`config.mk`:
```
export PLATFORM = sky130hd
export DESIGN_NAME = clk_countdown_timer
export DESIGN_NICKNAME = d
export VERILOG_FILES = /design/src/rtl/clk_countdown_timer_pkg.sv /design/src/rtl/clk_down_cnt60.sv /design/src/rtl/clk_countdown_timer.sv
export SDC_FILE = /design/constraint.sdc
export NUM_CORES = 1
export LEC_CHECK = 0
export BUFFER_PORTS_ARGS = -buffer_cell sky130_fd_sc_hd__buf_2
export CAP_MARGIN = 10
export CORE_UTILIZATION = 48
export CTS_BUF_LIST = sky130_fd_sc_hd__clkbuf_2
export DETAILED_ROUTE_END_ITERATION = 8
export HOLD_SLACK_MARGIN = 0.15
export PLACE_DENSITY = 0.78
export SYNTH_ARGS = -nofsm -noshare
export SYNTH_HDL_FRONTEND = slang
export SYNTH_SLANG_ARGS = --single-unit
```
`constraint.sdc`:
```
create_clock -name CLK -period 1.8 [get_ports CLK]
set_input_delay 0.09 -clock CLK [delete_from_list [all_inputs] [get_ports CLK]]
set_output_delay 0.09 -clock CLK [all_outputs]
set_load 0.02 [all_outputs]
```
`src/rtl/clk_countdown_timer_pkg.sv`:
```
// Purpose: shared types and constants for the countdown timer (field width, field max, FSM encoding).
// Latency: n/a (declarations only).
// Backpressure: n/a.
package clk_countdown_timer_pkg;

    localparam int FIELD_W = 8;
    localparam logic [FIELD_W-1:0] MAX_MS_DEF = 8'd59;

    typedef enum logic [1:0] {
        IDLE  = 2'd0,
        RUN   = 2'd1,
        PAUSE = 2'd2,
        DONE  = 2'd3
    } state_t;

    // Saturate a preset field to the largest legal minute/second value.
    function automatic logic [FIELD_W-1:0] clamp_ms(input logic [FIELD_W-1:0] v,
                                                    input logic [FIELD_W-1:0] max_v);
        return (v > max_v) ? max_v : v;
    endfunction

endpackage

```
`src/rtl/clk_down_cnt60.sv`:
```
// Purpose: one mod-(MAX_MS+1) down-counter field; wraps to MAX_MS when decremented at zero.
// Latency: 1 cycle from clr/load/dec to cnt; borrow is combinational from the held count.
// Backpressure: none; priority clr > load > dec.
module clk_down_cnt60
    import clk_countdown_timer_pkg::*;
#(
    parameter logic [FIELD_W-1:0] MAX_MS = MAX_MS_DEF
)
(
    input  logic               CLK,
    input  logic               rst_n,
    input  logic               clr,
    input  logic               load,
    input  logic [FIELD_W-1:0] load_val,
    input  logic               dec,
    output logic [FIELD_W-1:0] cnt,
    output logic               borrow
);

    // At zero the next decrement must borrow from the next field up.
    assign borrow = (cnt == '0);

    // Field register: clear, load, or step down with wrap.
    always_ff @(posedge CLK or negedge rst_n) begin
        if (!rst_n) begin
            cnt <= '0;
        end else if (clr) begin
            cnt <= '0;
        end else if (load) begin
            cnt <= load_val;
        end else if (dec) begin
            cnt <= borrow ? MAX_MS : (cnt - 8'd1);
        end
    end

endmodule

```
`src/rtl/clk_countdown_timer.sv`:
```
// Purpose: mm:ss countdown timer with expiry pulse and sticky alarm; COUNTDOWN_AUTO_RELOAD_EN reloads the preset at expiry.
// Latency: 1 cycle from any sampled input to outputs; all status outputs decode registered state.
// Backpressure: none; inputs act in priority rst_counters > load > start/stop > alarm_ack > tick_1hz.
module clk_countdown_timer
    import clk_countdown_timer_pkg::*;
#(
    parameter logic [FIELD_W-1:0] MAX_MS = MAX_MS_DEF
)
(
    input  logic               CLK,
    input  logic               rst_n,
    input  logic               rst_counters,
    input  logic               tick_1hz,
    input  logic               load,
    input  logic [FIELD_W-1:0] load_min,
    input  logic [FIELD_W-1:0] load_sec,
    input  logic               start,
    input  logic               stop,
    input  logic               alarm_ack,
    output logic [FIELD_W-1:0] mins,
    output logic [FIELD_W-1:0] secs,
    output logic               running,
    output logic               expired,
    output logic               alarm
);

    state_t             state_q, state_d;
    logic               expired_q;
    logic [FIELD_W-1:0] pre_min_q, pre_sec_q;
    logic [FIELD_W-1:0] ld_min_c, ld_sec_c;
    logic [FIELD_W-1:0] cnt_min_val, cnt_sec_val;
    logic               cnt_load, cnt_dec;
    logic               expire_evt, reload_evt;
    logic               sec_zero, min_zero;
    logic               count_zero, count_one;

    assign ld_min_c   = clamp_ms(load_min, MAX_MS);
    assign ld_sec_c   = clamp_ms(load_sec, MAX_MS);
    assign count_zero = sec_zero && min_zero;
    // The tick that leaves 00:01 is the one that produces 00:00.
    assign count_one  = min_zero && (secs == 8'd1);

    // A reload at expiry reuses the counters' load path with the stored preset.
    assign cnt_load    = load || reload_evt;
    assign cnt_min_val = load ? ld_min_c : pre_min_q;
    assign cnt_sec_val = load ? ld_sec_c : pre_sec_q;

`ifdef COUNTDOWN_AUTO_RELOAD_EN
    logic preset_zero;
    assign preset_zero = (pre_min_q == '0) && (pre_sec_q == '0);
`endif

    clk_down_cnt60 #(.MAX_MS(MAX_MS)) u_sec_cnt (
        .CLK      (CLK),
        .rst_n    (rst_n),
        .clr      (rst_counters),
        .load     (cnt_load),
        .load_val (cnt_sec_val),
        .dec      (cnt_dec),
        .cnt      (secs),
        .borrow   (sec_zero)
    );

    clk_down_cnt60 #(.MAX_MS(MAX_MS)) u_min_cnt (
        .CLK      (CLK),
        .rst_n    (rst_n),
        .clr      (rst_counters),
        .load     (cnt_load),
        .load_val (cnt_min_val),
        .dec      (cnt_dec && sec_zero),
        .cnt      (mins),
        .borrow   (min_zero)
    );

    // Next state and counter strobes, resolving inputs in priority order.
    always_comb begin
        state_d    = state_q;
        cnt_dec    = 1'b0;
        expire_evt = 1'b0;
        reload_evt = 1'b0;
        if (rst_counters) begin
            state_d = IDLE;
        end else if (load) begin
            state_d = IDLE;
        end else if (stop) begin
            // stop also swallows a coincident start and tick
            if (state_q == RUN) begin
                state_d = PAUSE;
            end
        end else if (start && ((state_q == IDLE) || (state_q == PAUSE))) begin
            if (!count_zero) begin
                state_d = RUN;
            end
        end else if (alarm_ack && (state_q == DONE)) begin
            state_d = IDLE;
        end else if (tick_1hz && (state_q == RUN)) begin
            cnt_dec = 1'b1;
            if (count_one) begin
                expire_evt = 1'b1;
`ifdef COUNTDOWN_AUTO_RELOAD_EN
                if (preset_zero) begin
                    state_d = DONE;
                end else begin
                    reload_evt = 1'b1;
                end
`else
                state_d = DONE;
`endif
            end
        end
    end

    // State register and registered expiry pulse.
    always_ff @(posedge CLK or negedge rst_n) begin
        if (!rst_n) begin
            state_q   <= IDLE;
            expired_q <= 1'b0;
        end else begin
            state_q   <= state_d;
            expired_q <= expire_evt;
        end
    end

    // Preset capture, clamped exactly as the live count.
    always_ff @(posedge CLK or negedge rst_n) begin
        if (!rst_n) begin
            pre_min_q <= '0;
            pre_sec_q <= '0;
        end else if (load && !rst_counters) begin
            pre_min_q <= ld_min_c;
            pre_sec_q <= ld_sec_c;
        end
    end

    assign running = (state_q == RUN);
    assign alarm   = (state_q == DONE);
    assign expired = expired_q;

endmodule

```
======== Word-level counts from Yosys, hierarchy flattened ========
Index checks and enable logic that the tools add are counted.
word-level totals
  register bits after elaboration ......... 19
  latch bits .............................. 0
  RAM bits ................................ 0
  bits in read-only memories .............. 0
  input bits .............................. 24
  output and inout port bits .............. 19
  word-level logic and storage cells ...... 61
  memories ................................ 0
operators by class
  $add $sub $neg .......................... 2
  $mul .................................... 0
  div/mod/pow operators ................... 0
  $lt $le $gt $ge ......................... 2
  equality and inequality tests ........... 6
  shift operators ......................... 0
  multiplexer cells ....................... 32
  bitwise logic cells ..................... 0
  reduce and logical (&&, ||, !) cells .... 15
operators with widths
  kind                   count
  $mux W8                10
  $mux W2                9
  $gt A8 B6 Y1 const B   2
  $logic_not A8 Y1       2
  $sub A8 B1 Y8 const B  2
  $mux W1                13
  $reduce_bool A6 Y1     2
  $eq A8 B1 Y1 const B   1
  $logic_and A1 B1 Y1    6
  $reduce_bool A3 Y1     2
  $ne A5 B5 Y1 const B   1
  $eq A2 B2 Y1 const B   2
  $ne A4 B3 Y1 const B   1
  $reduce_and A4 Y1      1
  $eq A2 B1 Y1 const B   1
  $logic_not A2 Y1       1
  $logic_or A1 B1 Y1     1

======== Logic depth before layout (Yosys ltp) ========
Gate-level depths: netlist (run 1).
  word-level depth ........................ 12
  depth in mapped cells ................... 7
  mapped depth without buffers ............ 6

======== Hierarchy ========
Synthesis (run 1) repeated with hierarchy kept, for this count alone.
unflattened totals
  cells, all modules ...................... 251
  area total of the unflattened synthesis .. 2107.0 µm²
by module, submodules not included
  module               instances  cells each  area each (µm²)
  clk_down_cnt60       2          62          545.5
  clk_countdown_timer  1          127         1016.0

======== Worst setup path after synthesis (run 1) ========
OpenSTA, ideal clock, no wires.
  path type ............................... reg2reg
  start point ............................. register u_sec_cnt.cnt[0]
  end point ............................... register u_sec_cnt.cnt[5]
  library setup time ...................... 0.121 ns
  arrival time ............................ 1.767 ns
  data required time ...................... 1.679 ns
  path slack .............................. -0.088 ns
  stages on the path, launching flop included .. 8
  path buffers ............................ 1
  clock period less this slack ............ 1.888 ns
  cell sequence ........................... dfrtp_1 > inv_1 > ha_1 > nor3b_1 > a21oi_1 > buf_4 > a21oi_1 > o22a_1
on the way
  longest elaborated chain between the ends .. 5
  elaborated cells on any way between the ends .. 6
ends and longest elaborated chain
  item                                                      line                                        RTL
  start: declaration                                        clk_down_cnt60.sv:16                        output logic [FIELD_W-1:0] cnt,
  start signal: assignment                                  clk_down_cnt60.sv:30                        cnt <= load_val;
  start signal: assignment                                  clk_down_cnt60.sv:32                        cnt <= borrow ? MAX_MS : (cnt - 8'd1);
  $sub A8 B1 Y8 / $logic_not A8 Y1 (equally long branches)  clk_down_cnt60.sv:32, clk_down_cnt60.sv:21
  $mux W8 *                                                 clk_down_cnt60.sv:32
  $mux W8 *                                                 clk_down_cnt60.sv:31                        end else if (dec) begin
  $mux W8 *                                                 clk_down_cnt60.sv:29                        end else if (load) begin
  $mux W8 *                                                 clk_down_cnt60.sv:27                        end else if (clr) begin
Every way passes the cells marked *; elsewhere a longest branch is shown, timed or not. The select of a mux whose other input is x is not followed.
A chain may end at the register's enable or synchronous reset.

======== Worst setup path in the final report (run 1) ========
  start point ............................. register u_min_cnt.cnt[4]
  end point ............................... register u_min_cnt.cnt[7]
on the way
  longest elaborated chain between the ends .. 5
  elaborated cells on any way between the ends .. 6
ends and longest elaborated chain
  item                                                      line
  start: declaration                                        clk_down_cnt60.sv:16
  start signal: assignment                                  clk_down_cnt60.sv:30
  start signal: assignment                                  clk_down_cnt60.sv:32
  $sub A8 B1 Y8 / $logic_not A8 Y1 (equally long branches)  clk_down_cnt60.sv:32, clk_down_cnt60.sv:21
  $mux W8 *                                                 clk_down_cnt60.sv:32
  $mux W8 *                                                 clk_down_cnt60.sv:31
  $mux W8 *                                                 clk_down_cnt60.sv:29
  $mux W8 *                                                 clk_down_cnt60.sv:27
Marks and branches as above.

==> results of run 1 <==
[state kept, by name (all words and copies together) (netlist names)]
| register | cells |
|---|---|
| u_min_cnt.cnt | 8 |
| u_sec_cnt.cnt | 8 |
| state_q | 2 |
| expired | 1 |
[routing by layer]
metal | GRT usage | routed length (um)
met5 | 0 | 0
met3 | 0.0300 | 292
met2 | 0.417 | 1930
met1 | 0.330 | 1720
met4 | 0.115 | 86
[report_power, final]
| group | internal [mW] | switching [mW] | leakage (nW) | total (mW) |
|---|---|---|---|---|
| clock network | 0.0588 | 0.140 | 0.0166 | 0.199 |
| registers | 0.466 | 0.0478 | 0.249 | 0.514 |
| logic | 0.272 | 0.352 | 0.625 | 0.624 |
| total | 0.797 | 0.540 | 0.891 | 1.34 |
[worst reg2reg max path: cells and delay by family, from the launching register on]
| kind | cells | cell delay (ns) |
|---|---|---|
| compound gates | 3 | 0.70 |
| flops | 1 | 0.50 |
| simple gates | 1 | 0.47 |
[layout by cell type (no fill, tap or decap), types with 3 or more instances in the layout]
cell | synthesis | routed
a21o_1 | 3 | 3
ha_1 | 5 | 4
buf_2 | 0 | 42
a31oi_1 | 3 | 3
dfrtp_1 | 19 | 17
o21a_1 | 4 | 4
o22ai_1 | 4 | 4
or3_1 | 4 | 4
nor3_1 | 7 | 7
clkbuf_2 | 0 | 4
a211oi_1 | 3 | 3
buf_4 | 2 | 13
a221o_1 | 3 | 3
dlygate4sd3_1 | 0 | 8
nor2_1 | 11 | 11
nor4_1 | 5 | 4
a21oi_1 | 8 | 6
nand2_1 | 7 | 7
inv_2 | 0 | 3
inv_1 | 10 | 7
o21ai_0 | 5 | 4
[cell type report]
class / count / share of cell area
repair buffers: 63 / 0.203
inverters: 10 / 0.0196
multi-input cells: 120 / 0.497
well taps: 31 / 0.0203
clock buffers: 4 / 0.0105
flip-flops and latches: 19 / 0.250
[path summary, 6_finish.rpt]
| kind | slack [ns] | start | to |
|---|---|---|---|
| max in group asynchronous | 1.27 | rst_n | u_sec_cnt.cnt[0] |
| min in group asynchronous | 0.21 | rst_n | u_sec_cnt.cnt[7] |
| worst min register to register | 0.60 | u_min_cnt.cnt[1] | u_min_cnt.cnt[1] |
| worst max-delay path | 0.05 | u_min_cnt.cnt[4] | u_min_cnt.cnt[7] |
| worst min-delay path | 0.14 | load_min[1] | u_min_cnt.cnt[1] |
| worst max register to register | 0.05 | u_min_cnt.cnt[4] | u_min_cnt.cnt[7] |
[synthesized netlist by cell type (all sizes together) (3+ instances only)]
master | count | area [sq um]
a211oi | 3 | 22.5
buf | 3 | 18.8
a221o | 3 | 30.0
nor3 | 7 | 35.0
o21a | 4 | 30.0
or3b | 3 | 26.3
inv | 10 | 37.5
dfrtp | 19 | 475
a21oi | 8 | 40.0
clkbuf | 4 | 15.0
a21o | 3 | 22.5
o22ai | 4 | 25.0
ha | 5 | 62.6
nand2 | 7 | 26.3
a31oi | 3 | 18.8
nor2 | 11 | 41.3
and2 | 3 | 18.8
or3 | 4 | 25.0
o21ai | 6 | 33.8
nor4 | 6 | 52.6
[kinds of logic (layout without fill, tap and decap cells)]
group,Yosys count,count (layout),share of synthesized area
adders and majority gates,5,5,0.0441
muxes,2,2,0.0141
xor gates and xnor gates,1,1,0.00618
AOI/OAI and AO/OA,56,56,0.294
DFF,19,19,0.335
buffers and inverters,17,77,0.0503
and+or+nand+nor,56,56,0.256
[what timing repair did]
item,4_1_cts,5_1_grt
setup buffers,0,2
endpoints found under the hold margin,26,0
hold buffers,8,0
endpoints found under the setup margin,0,13
gates resized for setup,0,20
[per-stage QoR]
step	setup WS, ns	setup TNS (ns)	total power [mW]	utilization
3_5_place_dp	0.0245	0	1.06	0.620
2_1_floorplan	0.000883	0	0.854	-
6_report	0.0456	0	1.34	0.687
3_3_place_gp	0.0636	0	1.04	0.620
4_1_cts	0.00297	0	1.26	0.656
5_1_grt	-0.0182	-0.0345	1.41	0.687
==> results.sh, run 1 <==
export IMPL_ir_drop_mv=0.536
export IMPL_slew_limit_headroom=0.703
export IMPL_worstPathRequired_ns=2.03
export IMPL_start_util=0.510
export IMPL_diodes=0
export IMPL_hp_class="in -> reg"
export IMPL_cp_top_family="compound AO/OA/AOI/OAI gates"
export IMPL_regArea_sq_um=478
export IMPL_power_leakage_nw=0.891
export IMPL_maxSlewViolCount=0
export IMPL_period_needed_ns=1.75
export IMPL_fp_dieW_um=56.3
export IMPL_grt_max_degree=20
export IMPL_synth_area_sq_um=1420
export IMPL_synth_area_per_cell_sq_um=9.09
export IMPL_portBuffers=42
export IMPL_cp_max_fo=7
export IMPL_layout_nets=246
export IMPL_rr_worst_depth=4
export IMPL_die_h_um=56.3
export IMPL_viasPerCell=6.37
export IMPL_syn_inst=156
export IMPL_fillers=200
export IMPL_rows=19
export IMPL_synth_flop_cell="dfrtp_1"
export IMPL_grt_pass1_wl_mm=6.41
export IMPL_path_class="reg -> reg"
export IMPL_core_sq_um=2780
export IMPL_placedCellCount=233
export IMPL_clock_fmax_mhz=570
export IMPL_seq_area_frac_synth=0.335
export IMPL_worst_pin_slew_ns=0.446
export IMPL_grt_pass1_vias=1458
export IMPL_final_antenna_net_count=0
export IMPL_path_depth=4
export IMPL_drive_gt1_frac=0.384
export IMPL_die_area_sq_um=3170
export IMPL_post_drt_wl_per_cell_um=16.3
export IMPL_cp_num_buf_inv=0
export IMPL_post_route_drc_count=0
export IMPL_place_area_sq_um=1730
export IMPL_synth_fp_nets=185
export IMPL_status="finished, final reports clean"
export IMPL_hold_depth=4
export IMPL_ios=43
export IMPL_cts_path_max_buffers=2
export IMPL_whs_ns=0.138
export IMPL_maxCapViolations=0
export IMPL_synth_cell_types=51
export IMPL_cts_inserted_buffers=3
export IMPL_numClockSinks=19
export IMPL_power_density_nw_per_um2=699
export IMPL_synth_seq_cells=19
export IMPL_antenna_found_initial=0
export IMPL_worstSkewPairLatency_ns=0.32
export IMPL_ys_async_sr_fraction=1.00
export IMPL_yosysWarningCount=0
export IMPL_cp_cell_sequence="or3_1 > o31a_1 > o2111a_1 > a21o_1"
export IMPL_final_period_utilization=0.975
export IMPL_skew_ns=0.0131
export IMPL_slowest_delay_ns=0.50
export IMPL_multi_input_area_sq_um=950
export IMPL_area_growth_pct=34.9
export IMPL_drtIter0Drc=95
export IMPL_vias=1573
export IMPL_final_hold_viol_count=0
export IMPL_h_tree_depth=1
export IMPL_cts_tree="yes"
export IMPL_grt_usage=0.252
export IMPL_setup_viol=0
export IMPL_routabilityCongestion=0.860
export IMPL_synth_edf_count=0
export IMPL_crit_path_start_kind="register"
export IMPL_worst_setup_path_end_kind="register"
export IMPL_cts_root_buf="clkbuf_2"
export IMPL_dpl_hpwl_mm=2.94
export IMPL_routed_wl_mm=4.02
export IMPL_overflow=0
export IMPL_fin_cells=247
export IMPL_cts_clk_slew_worst_paths_ns=0.20
export IMPL_firstDrtPassIters=4
export IMPL_post_route_cell_area_sq_um=1910
export IMPL_cp_arrival_ns=1.99
export IMPL_slowest_stage="dfrtp_2"
(Power assumes the default switching activity.)
==> run 2: changes to the inputs <==
Settings changed: PLACE_DENSITY 0.78 to default, PLACE_DENSITY_LB_ADDON from default to 0.2.
==> results.sh, run 2 (synthesized netlist as in run 1, its figures left out) <==
export IMPL_status="finished, final reports clean"
export IMPL_routabilityCongestion=0.937
export IMPL_grt_pass1_wl_mm=6.62
export IMPL_firstDrtPassIters=4
export IMPL_grt_max_degree=20
export IMPL_finalPower_mw=1.33
export IMPL_worst_setup_path_end_kind="register"
export IMPL_core_sq_um=2780
export IMPL_rr_worst_depth=4
export IMPL_cts_inserted_buffers=3
export IMPL_start_util=0.510
export IMPL_clkPwrFrac=0.151
export IMPL_final_period_utilization=0.964
export IMPL_pre_cts_ws_ns=0.0273
export IMPL_cts_clk_slew_worst_paths_ns=0.19
export IMPL_rows=19
export IMPL_layout_nets=248
export IMPL_maxCapViolations=0
export IMPL_worstPathRequired_ns=2.04
export IMPL_post_route_drc_count=0
export IMPL_drtIter0Drc=59
export IMPL_cts_path_max_buffers=2
export IMPL_h_tree_depth=1
export IMPL_period_needed_ns=1.73
export IMPL_top_regs="u_min_cnt.cnt (8), u_sec_cnt.cnt (8), state_q (2)"
export IMPL_final_antenna_net_count=0
export IMPL_clock_fmax_mhz=576
export IMPL_portBuffers=42
export IMPL_skew_ns=0.00451
export IMPL_post_drt_wl_per_cell_um=15.9
export IMPL_p_comb_frac=0.463
export IMPL_area_growth_pct=37.2
export IMPL_power_frac_seq=0.386
export IMPL_slew_limit_headroom=0.695
export IMPL_grt_pass1_vias=1522
export IMPL_vias=1530
export IMPL_power_density_nw_per_um2=684
export IMPL_ir_drop_mv=0.591
export IMPL_swShare=0.402
export IMPL_layout_cells_most_common="buf_2"
export IMPL_final_cell_mix="42 x buf_2, 18 x dfrtp_1, 12 x buf_4"
export IMPL_viasPerCell=6.14
export IMPL_final_hold_viol_count=0
export IMPL_ios=43
export IMPL_crit_start="u_min_cnt.cnt[2]"
export IMPL_fillers=214
export IMPL_routed_wl_mm=3.97
export IMPL_maxSlewViolCount=0
export IMPL_cp_max_fo=6
export IMPL_overflow=0
export IMPL_dpl_hpwl_mm=2.92
export IMPL_setup_ws_ns=0.0652
export IMPL_r2r_end="u_min_cnt.cnt[7]"
export IMPL_power_leakage_nw=0.901
export IMPL_r2r_start="u_min_cnt.cnt[2]"
export IMPL_whs_ns=0.168
export IMPL_die_h_um=56.3
export IMPL_fp_dieW_um=56.3
export IMPL_cp_arrival_ns=1.98
export IMPL_crit_end="u_min_cnt.cnt[7]"
export IMPL_crit_path_start_kind="register"
export IMPL_path_class="reg -> reg"
export IMPL_die_area_sq_um=3170
export IMPL_rsz0062_at_grt="yes"
export IMPL_power_internal_mw=0.795
export IMPL_diodes=0
export IMPL_antenna_found_initial=0
export IMPL_worst_pin_slew_ns=0.458
export IMPL_worstSkewPairLatency_ns=0.33
export IMPL_multi_input_area_sq_um=961
export IMPL_regArea_sq_um=477
export IMPL_ff2ff_setup_slack_ns=0.07
export IMPL_setup_viol=0
export IMPL_drive_gt1_frac=0.381
export IMPL_cts_root_buf="clkbuf_2"
export IMPL_numClockSinks=19
export IMPL_hp_class="in -> reg"
export IMPL_grt_usage=0.265
export IMPL_power_switching_mw=0.535
export IMPL_cts_tree="yes"
-- run 2: final cells by class --
type | count | share of cell area
clock buffer | 4 | 0.0103
inverter | 10 | 0.0193
multi-input combinational | 120 | 0.494
timing repair buffer | 65 | 0.212
sequential | 19 | 0.245
tap | 31 | 0.0199
-- run 2: how the worst min path moves through the flow --
stage,end,start,cells after the start,slack [ns]
2_1_floorplan,expired,rst_n,0,-0.21
6_report,u_sec_cnt.cnt[4],load_sec[4],4,0.17
3_5_place_dp,u_sec_cnt.cnt[5],rst_n,1,0.07
5_1_grt,u_sec_cnt.cnt[4],load_sec[4],4,0.18
3_3_place_gp,u_sec_cnt.cnt[5],rst_n,1,0.06
4_1_cts,u_sec_cnt.cnt[4],load_sec[4],4,0.16
-- run 2: routing by layer --
metal  global-route usage  up-vias  part of all wire
met5                    0        -                 0
met3               0.0346        7             0.052
li1                     -      729                 -
met1                0.324      741              0.43
met4                0.150        0             0.016
met2                0.449       53              0.50
-- run 2: through the flow --
step / util / cell area (sq um) / TNS [ns] / std cells
CTS: 0.666 / 1850 / 0 / 248
global route: 0.700 / 1950 / -0.0722 / 249
finish: 0.700 / 1950 / 0 / 249
global placement: 0.623 / 1730 / 0 / 234
detailed placement: 0.623 / 1730 / 0 / 234
floorplan: - / 1430 / 0 / 156
-- run 2: worst max-delay path, cell delays in order (launching register included) --
cell and delay, ns:
dfrtp_1 0.50, or3_1 0.49, o31a_1 0.28, o2111a_1 0.22, a21o_1 0.15
-- run 2: what timing repair did --
action / CTS / global route
endpoints found under the hold margin: 27 / 0
buffers inserted: 0 / 1
hold buffers: 10 / 0
endpoints found under the setup margin: 0 / 13
resized for setup: 0 / 20
-- run 2: power by group through the flow --
stage	Clock, mW	Sequential, mW	Combinational [mW]
floorplan	0	0.574	0.281
global placement	0	0.518	0.530
detailed placement	0	0.519	0.545
CTS	0.208	0.511	0.562
global route	0.222	0.520	0.673
finish	0.201	0.513	0.616
==> run 3: changes to the inputs <==
Settings changed: CORE_UTILIZATION 48 to 50.
Clock period 1.8 ns to 1.9 ns, I/O delays scaled along.
==> results.sh, run 3 (synthesized netlist as in run 1, its figures left out) <==
export IMPL_top_regs="u_min_cnt.cnt (8), u_sec_cnt.cnt (8), state_q (2)"
export IMPL_swShare=0.401
export IMPL_cp_arrival_ns=2.03
export IMPL_met1_usage=0.370
export IMPL_power_switching_mw=0.475
export IMPL_dpl_hpwl_mm=2.90
export IMPL_cp_top_family="simple AND/OR/NAND/NOR gates"
export IMPL_placedCellCount=229
export IMPL_finalPower_mw=1.19
export IMPL_hold_end="u_min_cnt.cnt[0]"
export IMPL_slowest_stage="or3b_2"
export IMPL_crit_path_start_kind="register"
export IMPL_post_route_drc_count=0
export IMPL_cp_num_buf_inv=1
export IMPL_whs_ns=0.153
export IMPL_multi_input_area_sq_um=896
export IMPL_final_period_utilization=0.949
export IMPL_diodes=0
export IMPL_clock_fmax_mhz=555
export IMPL_h_tree_depth=1
export IMPL_fp_dieW_um=55.2
export IMPL_rr_worst_depth=6
export IMPL_routabilityCongestion=0.889
export IMPL_final_cell_mix="42 x buf_2, 19 x dfrtp_1, 11 x nor2_1"
export IMPL_clkPwrFrac=0.161
export IMPL_status="finished, final reports clean"
export IMPL_fin_cells=242
export IMPL_power_leakage_nw=0.861
export IMPL_firstDrtPassIters=4
export IMPL_power_frac_seq=0.416
export IMPL_layout_nets=242
export IMPL_skew_ns=0.000896
export IMPL_cts_path_max_buffers=2
export IMPL_antenna_found_initial=0
export IMPL_ir_drop_mv=0.484
export IMPL_ff2ff_setup_slack_ns=0.1
export IMPL_core_sq_um=2570
export IMPL_drtIter0Drc=50
export IMPL_use_met3=0.0445
export IMPL_grt_max_degree=20
export IMPL_cp_cell_sequence="inv_1 > ha_2 > or3b_2 > nor3_1 > xnor2_1 > o22ai_1"
export IMPL_period_needed_ns=1.80
export IMPL_hp_start="rst_counters"
export IMPL_regArea_sq_um=475
export IMPL_setup_viol=0
export IMPL_r2r_start="u_sec_cnt.cnt[0]"
export IMPL_slowest_delay_ns=0.49
export IMPL_die_h_um=55.2
export IMPL_grt_busiest_layer="met2"
export IMPL_cts_inserted_buffers=3
export IMPL_worstSkewPairLatency_ns=0.32
export IMPL_grt_pass1_wl_mm=6.59
export IMPL_ios=43
export IMPL_maxCapViolations=0
export IMPL_hold_depth=3
export IMPL_viasPerCell=6.32
export IMPL_vias=1530
export IMPL_post_cts_buffers=0
export IMPL_final_hold_viol_count=0
export IMPL_path_class="reg -> reg"
export IMPL_routed_wl_mm=3.91
export IMPL_worstPathRequired_ns=2.13
export IMPL_area_growth_pct=28.9
export IMPL_start_util=0.552
export IMPL_power_density_nw_per_um2=649
export IMPL_rsz0062_at_grt="yes"
export IMPL_post_drt_wl_per_cell_um=16.2
export IMPL_cts_tree="yes"
export IMPL_overflow=0
export IMPL_layout_cells_most_common="buf_2"
export IMPL_p_comb_frac=0.424
export IMPL_drive_gt1_frac=0.321
export IMPL_grt_usage=0.269
export IMPL_grt_pass1_vias=1469
export IMPL_power_internal_mw=0.710
export IMPL_hp_class="in -> reg"
export IMPL_maxSlewViolCount=0
export IMPL_die_area_sq_um=3050
export IMPL_worst_setup_path_end_kind="register"
export IMPL_portBuffers=42
export IMPL_worst_pin_slew_ns=0.426
export IMPL_cp_max_fo=4
export IMPL_slew_limit_headroom=0.716
export IMPL_met2_usage=0.410
export IMPL_final_antenna_net_count=0
export IMPL_rows=18
export IMPL_fillers=219
export IMPL_numClockSinks=19
export IMPL_cts_clk_slew_worst_paths_ns=0.19
export IMPL_r2r_end="u_sec_cnt.cnt[6]"
export IMPL_cts_root_buf="clkbuf_2"
## run 3: how the worst max path moves through the flow
stage	start	to	slack (ns)	depth (start not counted)
floorplan	u_sec_cnt.cnt[0]	u_sec_cnt.cnt[5]	0.01	7
global placement	u_sec_cnt.cnt[1]	u_min_cnt.cnt[5]	0.10	6
detailed placement	u_sec_cnt.cnt[1]	u_min_cnt.cnt[3]	0.02	6
CTS	u_sec_cnt.cnt[1]	u_min_cnt.cnt[2]	0.02	6
global route	u_min_cnt.cnt[0]	u_min_cnt.cnt[3]	-0.07	6
finish	u_sec_cnt.cnt[0]	u_sec_cnt.cnt[6]	0.1	6
## run 3: repair_timing
action | 4_1_cts | 5_1_grt
setup endpoints to repair | 1 | 9
hold buffers | 9 | 0
hold endpoints to repair | 26 | 0
gates resized for setup | 1 | 6
## run 3: cell type report
cell class,instances,area share
clock buffers,4,0.0110
repair buffers,59,0.197
inverters,10,0.0205
flip-flops and latches,19,0.260
multi-input cells,120,0.490
well taps,30,0.0205
## run 3: worst min-delay path, delay by kind of cell
family	cells	cell delay (ns)
buf+inv	1	0.18
compound gates	1	0.12
mux	1	0.06
## run 3: power by group through the flow
| stage | registers [mW] | logic, mW | clock network, mW |
|---|---|---|---|
| finish | 0.493 | 0.502 | 0.190 |
| global route | 0.500 | 0.557 | 0.204 |
| CTS | 0.491 | 0.490 | 0.186 |
| detailed placement | 0.499 | 0.472 | 0 |
| global placement | 0.495 | 0.462 | 0 |
| floorplan | 0.543 | 0.263 | 0 |
## run 3: per-layer routing
metal,wire (um),vias to the layer above
met2,1880,64
met1,1690,733
met4,85,0
met5,0,-
met3,254,10
li1,-,723
## run 3: stage by stage
stage	setup TNS, ns	setup slack, ns	instance area (sq um)	utilization
floorplan	0	0.0117	1420	-
global placement	0	0.102	1690	0.659
detailed placement	0	0.0204	1690	0.659
CTS	0	0.0170	1800	0.703
global route	-0.191	-0.0713	1830	0.712
finish	0	0.0974	1830	0.712
